## config.mk

```make
export PLATFORM = sky130hd
export DESIGN_NAME = mdu_iterative
export DESIGN_NICKNAME = d
export VERILOG_FILES = /design/src/rtl/control_types.sv /design/src/rtl/mdu_sign_fix.sv /design/src/rtl/mdu_iterative.sv
export SDC_FILE = /design/constraint.sdc
export NUM_CORES = 1
export LEC_CHECK = 0
export CORE_MARGIN = 4
export CORE_UTILIZATION = 30
export DETAILED_ROUTE_END_ITERATION = 16
export PLACE_DENSITY_LB_ADDON = 0.2
export SLEW_MARGIN = 20
export SYNTH_ARGS = -nofsm -noshare
export SYNTH_HDL_FRONTEND = slang
export SYNTH_SLANG_ARGS = --single-unit
```

## constraint.sdc

```tcl
create_clock -name clk -period 7.16 [get_ports clk]
set_input_delay 0.716 -clock clk [delete_from_list [all_inputs] [get_ports clk]]
set_output_delay 0.716 -clock clk [all_outputs]
set_load 0.005 [all_outputs]
```

## src/rtl/control_types.sv

```systemverilog
// Shared EX-stage control encodings: ALU and M-extension operation enums
// plus small decode helpers used by the multiply/divide unit.
package control_types;

    typedef enum logic [3:0] {
        ALU_ADD  = 4'd0,
        ALU_SUB  = 4'd1,
        ALU_SLL  = 4'd2,
        ALU_SLT  = 4'd3,
        ALU_SLTU = 4'd4,
        ALU_XOR  = 4'd5,
        ALU_SRL  = 4'd6,
        ALU_SRA  = 4'd7,
        ALU_OR   = 4'd8,
        ALU_AND  = 4'd9
    } alu_op_t;

    // Encoded as funct3 so the decoder can pass it straight through
    typedef enum logic [2:0] {
        MDU_MUL    = 3'd0,
        MDU_MULH   = 3'd1,
        MDU_MULHSU = 3'd2,
        MDU_MULHU  = 3'd3,
        MDU_DIV    = 3'd4,
        MDU_DIVU   = 3'd5,
        MDU_REM    = 3'd6,
        MDU_REMU   = 3'd7
    } mdu_op_t;

    function automatic logic mdu_is_div(input mdu_op_t op);
        return (op == MDU_DIV) || (op == MDU_DIVU) || (op == MDU_REM) || (op == MDU_REMU);
    endfunction

    function automatic logic mdu_is_rem(input mdu_op_t op);
        return (op == MDU_REM) || (op == MDU_REMU);
    endfunction

    function automatic logic mdu_a_signed(input mdu_op_t op);
        return (op == MDU_MULH) || (op == MDU_MULHSU) || (op == MDU_DIV) || (op == MDU_REM);
    endfunction

    function automatic logic mdu_b_signed(input mdu_op_t op);
        return (op == MDU_MULH) || (op == MDU_DIV) || (op == MDU_REM);
    endfunction

endpackage

```

## src/rtl/mdu_sign_fix.sv

```systemverilog
// Conditional two's-complement negate; used both for operand magnitude
// extraction and for final result sign correction.
module mdu_sign_fix #(
    parameter int W = 32
) (
    input  logic [W-1:0] value,
    input  logic         negate,
    output logic [W-1:0] result
);

    assign result = negate ? (~value + W'(1)) : value;

endmodule

```

## src/rtl/mdu_iterative.sv

```systemverilog
// Iterative RV32M multiply/divide unit: radix-2 shift-add multiply and
// restoring divide over XLEN cycles, with a one-cycle path for div-by-zero/overflow.
module mdu_iterative
    import control_types::*;
#(
    parameter int XLEN = 32
) (
    input  logic            clk,
    input  logic            rst,
    input  logic            in_valid,
    output logic            in_ready,
    input  mdu_op_t         op,
    input  logic [XLEN-1:0] operand_a,
    input  logic [XLEN-1:0] operand_b,
    input  logic            flush,
    output logic            out_valid,
    output logic [XLEN-1:0] result
);

    localparam int CW = (XLEN > 2) ? $clog2(XLEN) : 1;
    localparam logic [XLEN-1:0] INT_MIN = {1'b1, {(XLEN-1){1'b0}}};

    typedef enum logic [1:0] {
        ST_IDLE,
        ST_CALC,
        ST_DONE
    } state_t;

    state_t            state_reg, state_next;
    mdu_op_t           op_reg;
    logic              neg_reg;
    logic [CW-1:0]     cnt_reg;
    logic [XLEN-1:0]   opnd_reg;
    logic [2*XLEN-1:0] acc_reg;
    logic [XLEN-1:0]   result_reg;

    logic              accept, last_iter;
    logic              a_neg, b_neg, b_zero, div_ovf, fast;
    logic [XLEN-1:0]   a_abs, b_abs, fast_result, calc_result;
    logic [XLEN:0]     mul_sum, div_shift, div_diff;
    logic              q_bit;
    logic [2*XLEN-1:0] mul_next, div_next, acc_step, fix_in, fix_out;

    assign in_ready  = (state_reg == ST_IDLE);
    assign out_valid = (state_reg == ST_DONE);
    assign result    = result_reg;

    assign accept    = in_valid && in_ready && !flush;
    assign last_iter = (cnt_reg == CW'(XLEN - 1));

    // Operand magnitudes and the sign the final result must carry
    assign a_neg = mdu_a_signed(op) && operand_a[XLEN-1];
    assign b_neg = mdu_b_signed(op) && operand_b[XLEN-1];

    mdu_sign_fix #(.W(XLEN)) u_abs_a (.value(operand_a), .negate(a_neg), .result(a_abs));
    mdu_sign_fix #(.W(XLEN)) u_abs_b (.value(operand_b), .negate(b_neg), .result(b_abs));

    assign b_zero  = (operand_b == '0);
    assign div_ovf = ((op == MDU_DIV) || (op == MDU_REM)) &&
                     (operand_a == INT_MIN) && (operand_b == '1);
    assign fast    = mdu_is_div(op) && (b_zero || div_ovf);

    always_comb begin
        fast_result = operand_a;
        if (b_zero && !mdu_is_rem(op)) begin
            fast_result = '1;
        end else if (!b_zero && (op == MDU_REM)) begin
            fast_result = '0;
        end
    end

    // Multiply: acc = {partial high, remaining multiplier bits}, shifts right
    assign mul_sum  = {1'b0, acc_reg[2*XLEN-1:XLEN]} + (acc_reg[0] ? {1'b0, opnd_reg} : '0);
    assign mul_next = {mul_sum, acc_reg[XLEN-1:1]};

    // Divide: acc = {remainder, dividend/quotient}, shifts left
    assign div_shift = {acc_reg[2*XLEN-1:XLEN], acc_reg[XLEN-1]};
    assign div_diff  = div_shift - {1'b0, opnd_reg};
    assign q_bit     = !div_diff[XLEN];
    assign div_next  = {(q_bit ? div_diff[XLEN-1:0] : div_shift[XLEN-1:0]),
                        acc_reg[XLEN-2:0], q_bit};

    assign acc_step = mdu_is_div(op_reg) ? div_next : mul_next;

    always_comb begin
        fix_in = acc_step;
        if (mdu_is_div(op_reg)) begin
            fix_in = {{XLEN{1'b0}}, (mdu_is_rem(op_reg) ? acc_step[2*XLEN-1:XLEN]
                                                        : acc_step[XLEN-1:0])};
        end
    end

    mdu_sign_fix #(.W(2*XLEN)) u_fix (.value(fix_in), .negate(neg_reg), .result(fix_out));

    always_comb begin
        calc_result = fix_out[XLEN-1:0];
        if ((op_reg == MDU_MULH) || (op_reg == MDU_MULHSU) || (op_reg == MDU_MULHU)) begin
            calc_result = fix_out[2*XLEN-1:XLEN];
        end
    end

    always_comb begin
        state_next = state_reg;
        if (flush) begin
            state_next = ST_IDLE;
        end else begin
            case (state_reg)
                ST_IDLE: if (in_valid) state_next = fast ? ST_DONE : ST_CALC;
                ST_CALC: if (last_iter) state_next = ST_DONE;
                ST_DONE: state_next = ST_IDLE;
                default: state_next = ST_IDLE;
            endcase
        end
    end

    // A flush on the edge that would enter DONE suppresses both pulse and result write
    always_ff @(posedge clk or posedge rst) begin
        if (rst) begin
            state_reg  <= ST_IDLE;
            op_reg     <= MDU_MUL;
            neg_reg    <= 1'b0;
            cnt_reg    <= '0;
            opnd_reg   <= '0;
            acc_reg    <= '0;
            result_reg <= '0;
        end else begin
            state_reg <= state_next;
            if (accept) begin
                op_reg   <= op;
                neg_reg  <= mdu_is_rem(op) ? a_neg : (a_neg ^ b_neg);
                cnt_reg  <= '0;
                opnd_reg <= mdu_is_div(op) ? b_abs : a_abs;
                acc_reg  <= {{XLEN{1'b0}}, (mdu_is_div(op) ? a_abs : b_abs)};
                if (fast) begin
                    result_reg <= fast_result;
                end
            end else if ((state_reg == ST_CALC) && !flush) begin
                acc_reg <= acc_step;
                cnt_reg <= cnt_reg + CW'(1);
                if (last_iter) begin
                    result_reg <= calc_result;
                end
            end
        end
    end

endmodule

```

==> qor.yml, run 1 <==
status: "complete, no violations"
htree_levels: 4
areaGrowthSynthToFinish_pct: 14.4
setup_tns_ps: 0
antenna_cells: 0
ant_nets: 0
numPortBuffers: 104
grt_max_degree: 121
die_y_um: 243
synthSimpleGateAreaFrac_pct: 25.2
vias: 18900
combPwrFrac_pct: 72.5
routed_wl_um: 83300
cts_tree: "yes"
cp.required_ps: 7450
synthFlopType: "dfrtp_1"
grt.overflow.total: 0
synth_top_area_share_pct: 21.0
fin_ws_ps: 817
power_frac_clock_pct: 11.8
async_reset_ff_share_pct: 100
die_area_mm2: 0.0591
critPathSlowestCell: "or4_1"
dr.first_iter.drc_count: 2222
hold_path_class: "flip-flop to flip-flop"
synthXorXnorAreaFrac_pct: 7.03
cts_hold_buf: 0
ioPinCount: 105
synth_top_area_cell: "dfrtp_1"
met1_length_um: 35500
viasPerCell: 6.20
report.final.hold_viol_count: 0
cts.clk_slew.worst_paths_ps: 70
row_count: 85
grt.total_usage_pct: 27.3
timing.rr.start: "acc_reg[31]$_DFFE_PP0P_"
largest_reg_flops: 64
grt_first_pass_wirelength_um: 122000
ir_worst_vdd_v: 0.000196
clock-skew-final_ps: 16.2
cts_resized: 0
crit_family: "simple AND/OR/NAND/NOR gates"
ys_seq_elements: 139
cts_made_buffers: 17
dpl_worst_slack_ps: 922
startpoint_type: "flip-flop"
grt_antenna_before_repair: 2
grt_pass1_vias: 17800
p_sw_share_pct: 58.5
tightest_slew_ps: 1310
p_seq_share_pct: 15.7
power-per-cell-area_mw_per_mm2: 431
synth-adder-area-share_pct: 5.53
wl_met2_um: 36800
cts_root_buf: "clkbuf_16"
die_x_um: 243
crit_path_max_fanout: 18
hold_path_depth: 2
cp.depth: 22
maxSlewViolCount: 0
cp_cell_sequence: "inv_1 -> ha_1 -> inv_1 -> fa_1 -> a211oi_2 -> o211ai_1 -> and2_4 -> o211ai_2 -> buf_4 -> a21oi_4 -> nor2_2 -> buf_4 -> nand3_1 -> a31oi_1 -> ha_1 -> a21bo_1 -> or4b_4 -> nor4_4 -> nand3_4 -> or4_1 -> a21oi_1 -> a211oi_1"
clock_path_buffers: 2
synth-edff-count: 0
syn_avg_cell_area_um2: 7.17
crit_path_start: "acc_reg[31]$_DFFE_PP0P_"
fin_nets: 2490
critPathMaxStageDelay_ps: 600
drc_errors: 0
syn-cell-area_mm2: 0.0166
rsz0062_at_grt: "no"
crit_type: "flip-flop to flip-flop"
p_switching_w: 0.00478
ys_warn_count: 0
fin_crit_sh_pct: 88.6
yosysUniqueCellTypes: 99
drive_gt1_share_pct: 6.40
drt-pass1-iter-count: 6
worst_setup_path_end_kind: "flip-flop"
wl_met3_um: 7470
fin_crit_ps: 6340
wire_per_inst_um: 27.3
setup_viol: 0
post_cts_buffers: 0
maxSlewHeadroom_pct: 11.8
yosysSeqAreaShare_pct: 21.0
max_cap_viol_count: 0
hp-start: "result[12]$_DFFE_PP0P_"
start_util_pct: 30.6
syn-num-nets: 2456
gp_congestion: 1.04
synth_compound_area_share_pct: 32.4
synthCells: 2313
cts.sinks: 139
cp.arrival_ps: 6640
leakage_nw: 7.50
core_mm2: 0.0542
synth_mux_area_share_pct: 3.49
yosys-top-cells-area: "dfrtp_1 (21%), a21oi_1 (7.7%), nand2_1 (6.6%)"
topRoutingLayerUsed: "met5"
clk_latency_ps: 480
intPower_w: 0.00339
max_clock_freq_mhz: 158
critPathBufInv: 4
place_hpwl_um: 66000
reg2reg_depth: 22
synth_top_family_by_area: "compound AO/OA/AOI/OAI gates"
synthesized netlist by cell type (all sizes together) (19+ instances only):
cell type / number
a211oi: 33
a21o: 34
a21oi: 256
a31oi: 23
and2: 48
and3: 23
buf: 30
clkbuf: 120
dfrtp: 139
ha: 70
inv: 75
mux2i: 51
nand2: 290
nand3: 36
nand4: 41
nor2: 211
nor2b: 23
nor3: 56
nor4: 19
o211ai: 68
o21ai: 214
o31ai: 32
or3: 21
xnor2: 82
xor2: 51
cell usage in the layout (no fill, tap or decap), types with 13 or more instances in the layout:
cell type and n:
o31ai_1 29, xnor2_1 82, o211ai_1 67, inv_1 73, dfrtp_1 137, nor3_1 54
or3_1 21, or4_1 17, a21oi_1 254, and2_1 45, and3_1 23, nand4_1 41
nor2_1 209, o21ai_1 13, o221ai_1 13, mux2i_1 51, o21ai_0 198, nor4_1 17
a21o_1 34, nand3_1 35, a211oi_1 31, a31oi_1 22, nor2b_1 23, nand2b_1 18
a211o_1 13, ha_1 70, xor2_1 51, clkbuf_16 17, clkdlybuf4s50_1 103, nand2_1 289
buf_4 62
worst register-to-register path: stages (launching register included):
cell      delay, ps
dfrtp_1         420
inv_1           100
ha_1            180
inv_1            60
fa_1            450
a211oi_2        330
o211ai_1        270
and2_4          270
o211ai_2        380
buf_4           250
a21oi_4         140
nor2_2          180
buf_4           180
nand3_1          90
a31oi_1         260
ha_1            220
a21bo_1         240
or4b_4          540
nor4_4          430
nand3_4         320
or4_1           610
a21oi_1         170
a211oi_1         70
worst paths after layout:
kind,end,slack [ps]
worst max-delay path,result[26]$_DFFE_PP0P_,820
worst min-delay path,result[12]$_DFFE_PP0P_,510
worst max register to register,result[26]$_DFFE_PP0P_,820
worst min register to register,result[12]$_DFFE_PP0P_,510
max in group asynchronous,neg_reg$_DFFE_PP0P_,4970
min in group asynchronous,acc_reg[15]$_DFFE_PP0P_,830
metal layers:
layer / GRT usage (%) / vias up
met5: 0 / -
met4: 10.3 / 2
met3: 4.93 / 160
met2: 42.7 / 976
met1: 37.5 / 9193
li1: - / 8601
layout make-up:
type	count	area (um2)
clock buffer	22	484
inverter	76	290
fill	5872	35300
timing repair buffer	165	1500
sequential	139	3480
clock inverter	9	111
multi-input combinational	1948	12200
tap	696	871
power groups by stage:
stage	combinational, W	sequential, W	clock, W
after floorplan	0.00372	0.00114	0
after global placement	0.00575	0.00128	0
after detailed placement	0.00573	0.00129	0
after CTS	0.00576	0.00127	0.000971
after global routing	0.00629	0.00130	0.00101
final	0.00592	0.00128	0.000966
per-stage QoR:
stage | instance area, um2 | hold slack, ps | util, % | total power, W | std cells
6_report | 19000 | 506 | 35.0 | 0.00817 | 3055
5_1_grt | 19000 | 550 | 35.0 | 0.00860 | 3055
4_1_cts | 19000 | 502 | 35.0 | 0.00801 | 3055
3_5_place_dp | 18400 | 487 | 33.9 | 0.00701 | 3024
3_3_place_gp | 18400 | 484 | 33.9 | 0.00703 | 3024
2_1_floorplan | 16600 | 463 | - | 0.00486 | 2313
kinds of logic (layout without fill, tap and decap cells):
logic type | after synthesis | in the layout
AO/OA/AOI/OAI | 834 | 834
XOR/XNOR | 133 | 133
adder cells (fa/ha/maj) | 72 | 72
buffers and inverters | 226 | 272
flip-flops | 139 | 139
multiplexers | 57 | 57
AND/OR/NAND/NOR | 852 | 852
Note: power is estimated with default switching activity, not from simulation.
==> run 2: changes to the inputs <==
--- a/config.mk
+++ b/config.mk
@@ -8,6 +8,7 @@
 export CORE_MARGIN = 4
 export CORE_UTILIZATION = 30
 export DETAILED_ROUTE_END_ITERATION = 16
+export MAX_ROUTING_LAYER = met4
 export PLACE_DENSITY_LB_ADDON = 0.2
 export SLEW_MARGIN = 20
 export SYNTH_ARGS = -nofsm -noshare
==> qor.yml, run 2 (same netlist as run 1, synthesis figures left out) <==
htree_levels: 4  # unchanged
hold_path_class: "flip-flop to flip-flop"
row_count: 85  # unchanged
crit_path_max_fanout: 22  # +4
status: "complete, no violations"
largest_reg_flops: 64  # unchanged
cts.clk_slew.worst_paths_ps: 70  # about the same
cp.required_ps: 7450  # about the same
dpl_cell_area_mm2: 0.0184  # unchanged
areaGrowthSynthToFinish_pct: 14.4  # unchanged
worst_setup_path_end_kind: "flip-flop"
drive_gt1_share_pct: 6.52  # +0.12 points
dr.first_iter.drc_count: 2506  # +13%
wire_per_inst_um: 27.3  # +0.27%
tightest_slew_ps: 1150  # -159 ps
cts_root_buf: "clkbuf_16"
critPathMaxStageDelay_ps: 600  # about the same
cp_cell_sequence: "inv_1 -> ha_1 -> inv_1 -> fa_1 -> a211oi_2 -> o211ai_1 -> and2_4 -> o211ai_2 -> buf_4 -> nand3_1 -> buf_4 -> nand2_1 -> buf_4 -> nand2_1 -> a31oi_1 -> ha_1 -> a21bo_1 -> or4b_4 -> nor4_4 -> nand3_4 -> or4_1 -> a21oi_1 -> a211oi_1"
grt_max_degree: 94  # -22%
ff_latch_area_mm2: 0.00348  # unchanged
finalInstanceArea_mm2: 0.0190  # unchanged
drc_errors: 0  # unchanged
max_cap_viol_count: 0  # unchanged
fin_ws_ps: 891  # +73.7 ps
maxSlewViolCount: 0  # unchanged
critPathSlowestCell: "or4_1"
leakage_nw: 7.49  # -0.18%
startpoint_type: "flip-flop"
setup_viol: 0  # unchanged
fin_crit_sh_pct: 87.6  # -1.0 points
cts_tree: "yes"
core_mm2: 0.0542  # unchanged
final_common_cell: "nand2_1"
routed_wl_um: 83600  # +0.37%
grt.overflow.total: 0  # unchanged
ant_nets: 0  # unchanged
critPathBufInv: 5  # +1
fin_crit_ps: 6270  # -73.7 ps
setup_tns_ps: 0  # unchanged
whs_ps: 492  # -13.4 ps
multi_input_area_mm2: 0.0122  # unchanged
gp_congestion: 1.06  # +1.6%
die_y_um: 243  # unchanged
start_util_pct: 30.6  # unchanged
fin_nets: 2491  # +0.040%
cts_hold_buf: 0  # unchanged
die_x_um: 243  # unchanged
drt-pass1-iter-count: 6  # unchanged
vias: 19000  # +0.19%
place_hpwl_um: 65500  # -0.81%
viasPerCell: 6.20  # about the same
die_area_mm2: 0.0591  # unchanged
clk_latency_ps: 470  # about the same
numPortBuffers: 104  # unchanged
grt.total_usage_pct: 28.0  # +0.70 points
crit_path_frequent_cell: "buf_4"
grt_pass1_vias: 17500  # -1.8%
post_cts_buffers: 0  # unchanged
cts_resized: 0  # unchanged
crit_type: "flip-flop to flip-flop"
cp.arrival_ps: 6560  # -80 ps
clock-skew-final_ps: 11.9  # -4.32 ps
maxSlewHeadroom_pct: 23.1  # +11 points
clock_path_buffers: 2  # unchanged
max_clock_freq_mhz: 160  # +1.2%
grt_first_pass_wirelength_um: 121000  # -0.83%
dpl_worst_slack_ps: 856  # -66.3 ps
ioPinCount: 105  # unchanged
ir_worst_vdd_v: 0.000171  # -13%
report.final.hold_viol_count: 0  # unchanged
crit_family: "simple AND/OR/NAND/NOR gates"
n_fill_cell: 5835  # -0.63%
power-per-cell-area_mw_per_mm2: 432  # +0.37%
layout_common_cells: "nand2_1 (289), a21oi_1 (254), nor2_1 (209)"
rsz0062_at_grt: "no"
cts_made_buffers: 17  # unchanged
cts.sinks: 139  # unchanged
grt_antenna_before_repair: 4  # +2
r2r_slack_ps: 890  # +70 ps
[run 2: final cells by class]
cell class,count,area share [%]
sequential,139,18.4
multi-input combinational,1948,64.5
inverter,76,1.53
tap,696,4.59
timing repair buffer,166,7.93
clock buffer,18,2.32
antenna,1,0.0132
clock inverter,14,0.772
[run 2: report_power, final]
| part | internal (W) | switching (W) | total [W] |
|---|---|---|---|
| Combinational | 0.00188 | 0.00406 | 0.00594 |
| Sequential | 0.000970 | 0.000344 | 0.00131 |
| Clock | 0.000522 | 0.000426 | 0.000948 |
[run 2: worst register-to-register path: cells and delay by family, from the launching register on]
kind	cells	cell delay (ps)
compound gates	7	1470
fa+ha+maj	3	840
buf+inv	5	930
flops	1	430
simple gates	8	2440
[run 2: per-layer routing]
| layer | track usage [%] | up-vias | wire length, um | part of all wire [%] |
|---|---|---|---|---|
| li1 | - | 8603 | - | - |
| met1 | 37.4 | 9222 | 35900 | 43 |
| met2 | 42.8 | 980 | 37300 | 45 |
| met3 | 4.73 | 163 | 6810 | 8.1 |
| met4 | 10.3 | 0 | 3560 | 4.3 |
| met5 | - | - | 0 | 0 |
[run 2: path summary, 6_finish.rpt]
path	cells past startpoint	to	start
min	2	result[12]$_DFFE_PP0P_	result[12]$_DFFE_PP0P_
min in group asynchronous	2	opnd_reg[12]$_DFFE_PP0P_	rst
max in group asynchronous	3	neg_reg$_DFFE_PP0P_	rst
min reg2reg	2	result[12]$_DFFE_PP0P_	result[12]$_DFFE_PP0P_
max reg2reg	23	result[26]$_DFFE_PP0P_	acc_reg[31]$_DFFE_PP0P_
max	23	result[26]$_DFFE_PP0P_	acc_reg[31]$_DFFE_PP0P_
[run 2: metrics by stage]
step | utilization (%) | power, W | instances
final | 35.0 | 0.00820 | 3058
after global routing | 35.0 | 0.00860 | 3057
after CTS | 34.9 | 0.00802 | 3056
after detailed placement | 33.9 | 0.00705 | 3024
after global placement | 33.9 | 0.00705 | 3024
after floorplan | - | 0.00486 | 2313
